`src/rtl/basic_and_bist_pkg.sv`:
```
// Shared definitions for the exhaustive bitwise-AND BIST.
//   state_t      : FSM state encoding (IDLE=0, RUN=1, DONE=2)
//   DEF_WIDTH    : default operand width
//   DEF_ERR_W    : default error counter width
package basic_and_bist_pkg;

    localparam int DEF_WIDTH = 4;
    localparam int DEF_ERR_W = 16;

    typedef enum logic [1:0] {
        IDLE = 2'd0,
        RUN  = 2'd1,
        DONE = 2'd2
    } state_t;

endpackage

```
`src/rtl/basic_and_bist_cmp.sv`:
```
// Compare and saturating error count datapath for the AND BIST.
//   clk, rst       : system clock, synchronous active-high reset
//   clear          : start of a new run, clears count and capture
//   en             : high during RUN cycles, enables the compare
//   a, b           : operands currently driven to the AND unit
//   res            : result returned by the AND unit
//   err_count      : number of mismatches, saturating at all-ones
// Optional (BASIC_AND_BIST_FAIL_CAPTURE_EN): fail_a, fail_b, fail_out and
// fail_valid hold the first mismatching vector of the run.
module basic_and_bist_cmp #(
    parameter int WIDTH = 4,
    parameter int ERR_W = 16
) (
    input  logic             clk,
    input  logic             rst,
    input  logic             clear,
    input  logic             en,
    input  logic [WIDTH-1:0] a,
    input  logic [WIDTH-1:0] b,
    input  logic [WIDTH-1:0] res,
`ifdef BASIC_AND_BIST_FAIL_CAPTURE_EN
    output logic [WIDTH-1:0] fail_a,
    output logic [WIDTH-1:0] fail_b,
    output logic [WIDTH-1:0] fail_out,
    output logic             fail_valid,
`endif
    output logic [ERR_W-1:0] err_count
);

    logic mismatch;

    assign mismatch = en && (res != (a & b));

    always_ff @(posedge clk) begin
        if (rst || clear) begin
            err_count <= '0;
        end else if (mismatch && (err_count != '1)) begin
            err_count <= err_count + ERR_W'(1);
        end
    end

`ifdef BASIC_AND_BIST_FAIL_CAPTURE_EN
    // Only the first mismatch of a run is kept.
    always_ff @(posedge clk) begin
        if (rst || clear) begin
            fail_a     <= '0;
            fail_b     <= '0;
            fail_out   <= '0;
            fail_valid <= 1'b0;
        end else if (mismatch && !fail_valid) begin
            fail_a     <= a;
            fail_b     <= b;
            fail_out   <= res;
            fail_valid <= 1'b1;
        end
    end
`endif

endmodule

```
`src/rtl/basic_and_bist.sv`:
```
// Exhaustive BIST for an external WIDTH-bit bitwise-AND unit. Every
// {dut_a,dut_b} combination is driven for one cycle and the returned
// result is checked against a & b.
//   clk, rst          : system clock, synchronous active-high reset
//   start             : run request (honoured in IDLE and DONE only)
//   dut_a, dut_b      : registered operands to the AND unit
//   dut_out           : combinational result from the AND unit
//   busy, done, pass  : status (pass valid only while done)
//   err_count         : saturating mismatch count
// Optional macro BASIC_AND_BIST_FAIL_CAPTURE_EN adds fail_a, fail_b,
// fail_out and fail_valid (first mismatch of the run).
//
// state | meaning
// IDLE  | waiting for start after reset
// RUN   | sweeping all 2^(2*WIDTH) vectors, one per cycle
// DONE  | sweep finished, results held until next start
module basic_and_bist
    import basic_and_bist_pkg::*;
#(
    parameter int WIDTH = DEF_WIDTH,
    parameter int ERR_W = DEF_ERR_W
) (
    input  logic             clk,
    input  logic             rst,
    input  logic             start,
    output logic [WIDTH-1:0] dut_a,
    output logic [WIDTH-1:0] dut_b,
    input  logic [WIDTH-1:0] dut_out,
    output logic             busy,
    output logic             done,
    output logic             pass,
`ifdef BASIC_AND_BIST_FAIL_CAPTURE_EN
    output logic [WIDTH-1:0] fail_a,
    output logic [WIDTH-1:0] fail_b,
    output logic [WIDTH-1:0] fail_out,
    output logic             fail_valid,
`endif
    output logic [ERR_W-1:0] err_count
);

    state_t               state_q;
    state_t               state_d;
    logic                 start_run;
    logic [2*WIDTH-1:0]   vec_q;
    logic                 last_vec;

    assign last_vec = (vec_q == '1);

    always_comb begin
        state_d   = state_q;
        start_run = 1'b0;
        unique case (state_q)
            IDLE, DONE: begin
                if (start) begin
                    state_d   = RUN;
                    start_run = 1'b1;
                end
            end
            RUN: begin
                if (last_vec) begin
                    state_d = DONE;
                end
            end
            default: state_d = IDLE;
        endcase
    end

    // The counter wraps to 0 on the final compare, so DONE drives zeros.
    always_ff @(posedge clk) begin
        if (rst) begin
            state_q <= IDLE;
            vec_q   <= '0;
        end else begin
            state_q <= state_d;
            if (start_run) begin
                vec_q <= '0;
            end else if (state_q == RUN) begin
                vec_q <= vec_q + 1'b1;
            end
        end
    end

    assign {dut_a, dut_b} = vec_q;
    assign busy           = (state_q == RUN);
    assign done           = (state_q == DONE);
    assign pass           = done && (err_count == '0);

    basic_and_bist_cmp #(
        .WIDTH (WIDTH),
        .ERR_W (ERR_W)
    ) u_cmp (
        .clk        (clk),
        .rst        (rst),
        .clear      (start_run),
        .en         (busy),
        .a          (dut_a),
        .b          (dut_b),
        .res        (dut_out),
`ifdef BASIC_AND_BIST_FAIL_CAPTURE_EN
        .fail_a     (fail_a),
        .fail_b     (fail_b),
        .fail_out   (fail_out),
        .fail_valid (fail_valid),
`endif
        .err_count  (err_count)
    );

endmodule

```
`config.mk`:
```
export PLATFORM = sky130hd
export DESIGN_NAME = basic_and_bist
export DESIGN_NICKNAME = d
export VERILOG_FILES = /design/src/rtl/basic_and_bist_pkg.sv /design/src/rtl/basic_and_bist_cmp.sv /design/src/rtl/basic_and_bist.sv
export SDC_FILE = /design/constraint.sdc
export NUM_CORES = 1
export LEC_CHECK = 0
export CAP_MARGIN = 20
export CELL_PAD_IN_SITES_DETAIL_PLACEMENT = 1
export CELL_PAD_IN_SITES_GLOBAL_PLACEMENT = 1
export CORE_ASPECT_RATIO = 0.5
export CORE_MARGIN = 5
export CORE_UTILIZATION = 37
export CTS_BUF_LIST = sky130_fd_sc_hd__clkbuf_8
export CTS_CLUSTER_DIAMETER = 150
export CTS_CLUSTER_SIZE = 28
export DETAILED_ROUTE_END_ITERATION = 8
export GPL_TIMING_DRIVEN = 1
export PLACE_DENSITY_LB_ADDON = 0.1
export SLEW_MARGIN = 5
export SYNTH_ARGS = -nofsm -noshare
export SYNTH_HDL_FRONTEND = slang
export SYNTH_SLANG_ARGS = --single-unit
export TNS_END_PERCENT = 100
```
`constraint.sdc`:
```
create_clock -name clk -period 2.27 [get_ports clk]
set_clock_uncertainty 0.05 [all_clocks]
set_input_delay 0.227 -clock clk [delete_from_list [all_inputs] [get_ports clk]]
set_output_delay 0.227 -clock clk [all_outputs]
set_load 0.005 [all_outputs]
```
Word-level counts from Yosys, hierarchy flattened
Index checks and enable logic that the tools add are counted.
{ "totals": {"ff_bits": 26, "latchBits": 0, "ram_bits": 0, "mem_bits_ro": 0, "input_bits": 7, "output_inout_bits": 27, "elab_cells": 27, "n_memories": 0} }
{ "classes": {"add_sub_neg": 2, "mul": 0, "n_div": 0, "order_cmp": 0, "eq_ne": 7, "n_shift": 0, "muxes": 5, "bitwise_logic": 1, "reduce_logical": 9} }
{ "op_table": {"columns": ["op", "count"], "rows": [
  ["adder 16 x 1 -> 16 bit, second input constant", 1],
  ["zero test 16 bit", 1],
  ["inequality test 16 bit, second input constant", 1],
  ["adder 8 x 1 -> 8 bit, second input constant", 1],
  ["== test 8 bit, second input constant", 1],
  ["bitwise AND 4 bit", 1],
  ["2-to-1 mux 2 bit", 2],
  ["inequality test 2 bit, second input constant", 2],
  ["inequality test 4 bit", 1],
  ["one-hot mux 2 bit (2 select lines)", 1],
  ["OR reduction 2 bit", 2],
  ["logical AND 1 bit", 3],
  ["== test 2 x 1 -> 1 bit, second input constant", 1],
  ["== test 2 bit, second input constant", 1],
  ["zero test 2 bit", 1],
  ["2-to-1 mux 1 bit", 2],
  ["AND reduction 2 bit", 1],
  ["logical OR 1 bit", 1]
]} }

Longest topological paths before layout
{ "logic_depth": {"depth_word": 4, "ltp_mapped": 7, "ltp_nobuf": 6} }

Hierarchy
Synthesis repeated with hierarchy kept, for this count alone.
{ "hier_totals": {"hier_cells": 167, "hier_area_um2": 1438.9} }
{ "by_module_without_submodules": {"columns": ["module", "instances", "cells_each", "area_each_um2", "seq_area_each_um2"], "rows": [
  ["basic_and_bist_cmp", 1, 108, 933.4, 320.3],
  ["basic_and_bist", 1, 59, 505.5, 200.2]
]} }

Worst setup path after synthesis
Ideal clock, no wire load.
{ "synth_timing": {"path_kind": "register to register", "startpoint": "register u_cmp.err_count[0]", "endpoint": "register u_cmp.err_count[13]", "setup_time_ns": 0.059, "t_arrival_ns": 1.644, "t_required_ns": 2.161, "setup_slack_ns": 0.517, "path_stages_with_launch": 7, "n_path_buf": 0, "period_less_slack_ns": 1.753, "cell_sequence": "dfxtp_1 > ha_1 > and4_1 > nand3_1 > o2111ai_1 > or4_1 > nand2_1"} }
{ "synth_between": {"elab_chain_cells": 2, "elab_cells_between_ends": 3, "cone_classes": "add/sub: 1; eq/ne: 1; reduce/logical: 1"} }
{ "synth_rtl": {"columns": ["item", "line_no", "rtl"], "rows": [
  ["start, declared", "basic_and_bist_cmp.sv:27", "output logic [ERR_W-1:0] err_count"],
  ["start signal, assigned", "basic_and_bist_cmp.sv:38", "err_count <= err_count + ERR_W'(1);"],
  ["branches (longest 2 deep; another with adder 16 x 1 -> 16 bit)", null, null]
]} }
Several ways; the timed one is not identified.
A chain may end at the register's enable or synchronous reset.

Worst setup path after layout
{ "layout_timing": {"startpoint": "register u_cmp.err_count[0]", "endpoint": "register u_cmp.err_count[5]"} }
The elaborated chain is that of the path after synthesis.

==> results.md <==
- Routed wire per std cell: around 18 um
- Length of the first detailed-routing pass in iterations: 4
- Post-layout util: ~55%
- Async S/R FF share, synth: 0%
- Core area: ~3500 um2
- CP arrival: about 2.2 ns
- Hold crit path type: register to register
- CP required: 2.43 ns
- Clock Latency Late Sink: 0.28 ns
- Die ar.: 5170 um2
- Fin crit share: 89.6%
- Reg area: 529 um2
- Initial Utilization: 39.5%
- Clock transition at path regs: 0.10 ns
- # fillers: 447
- Non-filler cells, final: ~260
- GR Util All Layers: 18.2%
- # placed instances: 251
- Drt via density: 5.68
- Synth area leaders: dfxtp_1, a21oi_1, nand2_1
- Min Tclk post-route: slightly above 2 ns
- Crit path capture type: register
- Outcome: finished clean
- Global placer's final weighted congestion: 0.798
- Total clock buffers created by CTS: 3
- Critical path cell sequence: ha_1 -> nand4_1 -> nor4bb_4 -> buf_4 -> nand2b_1 -> o21ai_0 -> a21oi_1
- Die Span X: 96.8 um
- Root buf cell: clkbuf_8
- TritonCTS Sinks: 26
- Placement Cell Area: ~1800 um2
- Via count: 1448
- DRT antenna net count: 0
- Fin. max-slew vios: 0
- Die Y: 53.4 um
- Yosys Warn Count: 0
- Worst hold path startpoint: u_cmp.err_count[7]$_SDFFE_PP0P_
- Max cap viols: 0
- Worst setup path startpoint: u_cmp.err_count[0]$_SDFFE_PP0P_
- FF-to-FF Start: u_cmp.err_count[0]$_SDFFE_PP0P_
- Synth top area share: a little under two fifths
- Bufs on Longest Clock Path: 2
- Final-report setup violation count: 0
- Htree depth: 1
- WHS: 0.489 ns
- Vias in the first global route: 1444
- Post-synthesis area per instance: 8.29 um2
- CTS tree: yes
- Max_slew headroom: between 40% and 50%
- Total Wirelength: 4470 um
- Fmax: roughly 490 MHz
- Post-route cell area: 1930 um2
- Crit-path max cell delay: 0.43 ns
- Power Dens Cells: around 490 nW/um2
- First-pass GRT wire length: about 7500 um
- Largest net degree at the start of global routing: 25
- Row count: 15
- Crit Path Max Fanout: 17
- Post-detail-place hpwl: 3110 um
- IO buf count: 33
- Number of DRC markers in iteration 0: 39
- Yosys top cell by area: dfxtp_1
- Worst Setup Start Kind: register
- WS Path Type: register to register
- Final setup margin: 0.237 ns
- Leakage Power: 0.660 nW
- Yosys cell types: between 40 and 50
- Share of layout cells above drive strength 1: roughly 14%
- Worst-Margin Slew: about 0.86 ns
- Ant. Diodes: 0
- Mapped Cells: roughly 170
- Synthesized flop and latch total: 26
- RSZ-0062 raised after global routing: false
- Final Hold Viols: 0
- Main flop type after synthesis: dfxtp_1
- Hold-fix buffers, CTS: 0
- Fin nets: approximately 220
- Area grow syn2layout: 38.9%
- Io pins: 34
- Placement Setup Slack: -0.0172 ns
- Number of enable flip-flop cells after synthesis: 0
- Net Count, Synth: approximately 180
- Synth Cell Area: 1390 um2
- Max stage delay cell, worst path: dfxtp_1
- Multi-input combinational cell area: 873 um2
- Initial antenna violation count: 0
- Sequential fraction of the synthesis area: 37.4%
- DRC errors left: 0
- Gr ovfl total: 0
- Max IR drop VDD: 0.000241 V
cell usage in the layout (no fill, tap or decap), types with 2 or more instances in the layout:
cell,instances
xor2_1,4
o31ai_1,7
inv_1,4
nand2b_1,4
nand4_1,7
dfxtp_1,19
nor4_4,2
clkdlybuf4s50_1,32
and4_1,2
o211ai_1,3
clkbuf_8,3
ha_1,3
dfxtp_2,7
nand3_1,8
or3_1,5
buf_4,6
xnor2_1,2
and3_1,4
a21oi_1,16
nand2_1,16
nor2_1,12
o21ai_0,6
or4_1,8
kinds of logic (layout without fill, tap and decap cells):
kind of cell,after synthesis,after routing,share of synthesized area [%]
and+or+nand+nor,79,79,32.0
AOI/OAI and AO/OA,42,42,20.1
DFF,26,26,37.4
buffers and inverters,12,48,4.04
xor gates and xnor gates,6,6,3.77
adders and majority gates,3,3,2.70
through the flow:
step,TNS (ns),power [W]
after floorplan,0,0.000519
after global placement,0,0.000550
after detailed placement,-0.0172,0.000553
after CTS,0,0.000953
after global routing,0,0.000986
final,0,0.000948
repair_timing:
action / CTS / global route
resized for setup: 3 / 12
endpoints found under the setup margin: 1 / 2
pin swaps: 0 / 2
setup buffers: 0 / 0
sequential cells by signal, indices dropped and copies added (netlist names):
| signal | cells |
|---|---|
| state_q | 2 |
| vec_q | 8 |
| u_cmp.err_count | 16 |
synthesized netlist by cell type (all sizes together) (2+ instances only):
cell type  count
xor2           4
o31ai          7
buf            4
nand3          8
ha             3
and3           4
xnor2          2
nor2          12
or4            8
nor4           4
nand4          7
o21ai          7
nand2b         4
inv            4
a21oi         17
nand2         16
and4           2
o211ai         4
clkbuf         3
dfxtp         26
or3            5
cell type report:
class | instances | area share [%]
clock inverter | 1 | 1.55
timing repair buffer | 39 | 19.5
multi-input combinational | 130 | 45.1
sequential | 26 | 27.4
tap | 51 | 3.30
clock buffer | 3 | 2.13
inverter | 5 | 0.970
worst paths after layout:
kind	depth (start not counted)	end	slack, ns
max	7	u_cmp.err_count[5]$_SDFFE_PP0P_	0.24
min	2	u_cmp.err_count[7]$_SDFFE_PP0P_	0.49
max reg2reg	7	u_cmp.err_count[5]$_SDFFE_PP0P_	0.24
min reg2reg	2	u_cmp.err_count[7]$_SDFFE_PP0P_	0.49
worst max-delay path: cells and delay by family (launching register included):
| kind | cells | cell delay (ns) |
|---|---|---|
| AND/OR/NAND/NOR | 3 | 0.70 |
| flip-flops | 1 | 0.43 |
| buffers and inverters | 1 | 0.27 |
| AO/OA/AOI/OAI | 2 | 0.27 |
| adder cells (fa/ha/maj) | 1 | 0.24 |
power by group:
| part | internal [W] | switching, W |
|---|---|---|
| clock | 0.000237 | 0.000169 |
| combinational | 0.0000337 | 0.0000432 |
| sequential | 0.000460 | 0.00000555 |
per-layer routing:
| layer | vias to the layer above | share of wire, % | global-route usage (%) |
|---|---|---|---|
| met4 | 0 | 1.1 | 4.66 |
| li1 | 705 | - | - |
| met2 | 29 | 49 | 32.3 |
| met5 | - | 0 | 0 |
| met3 | 9 | 3.9 | 5.00 |
| met1 | 705 | 46 | 22.1 |
Power figures use the tool's default switching activity.
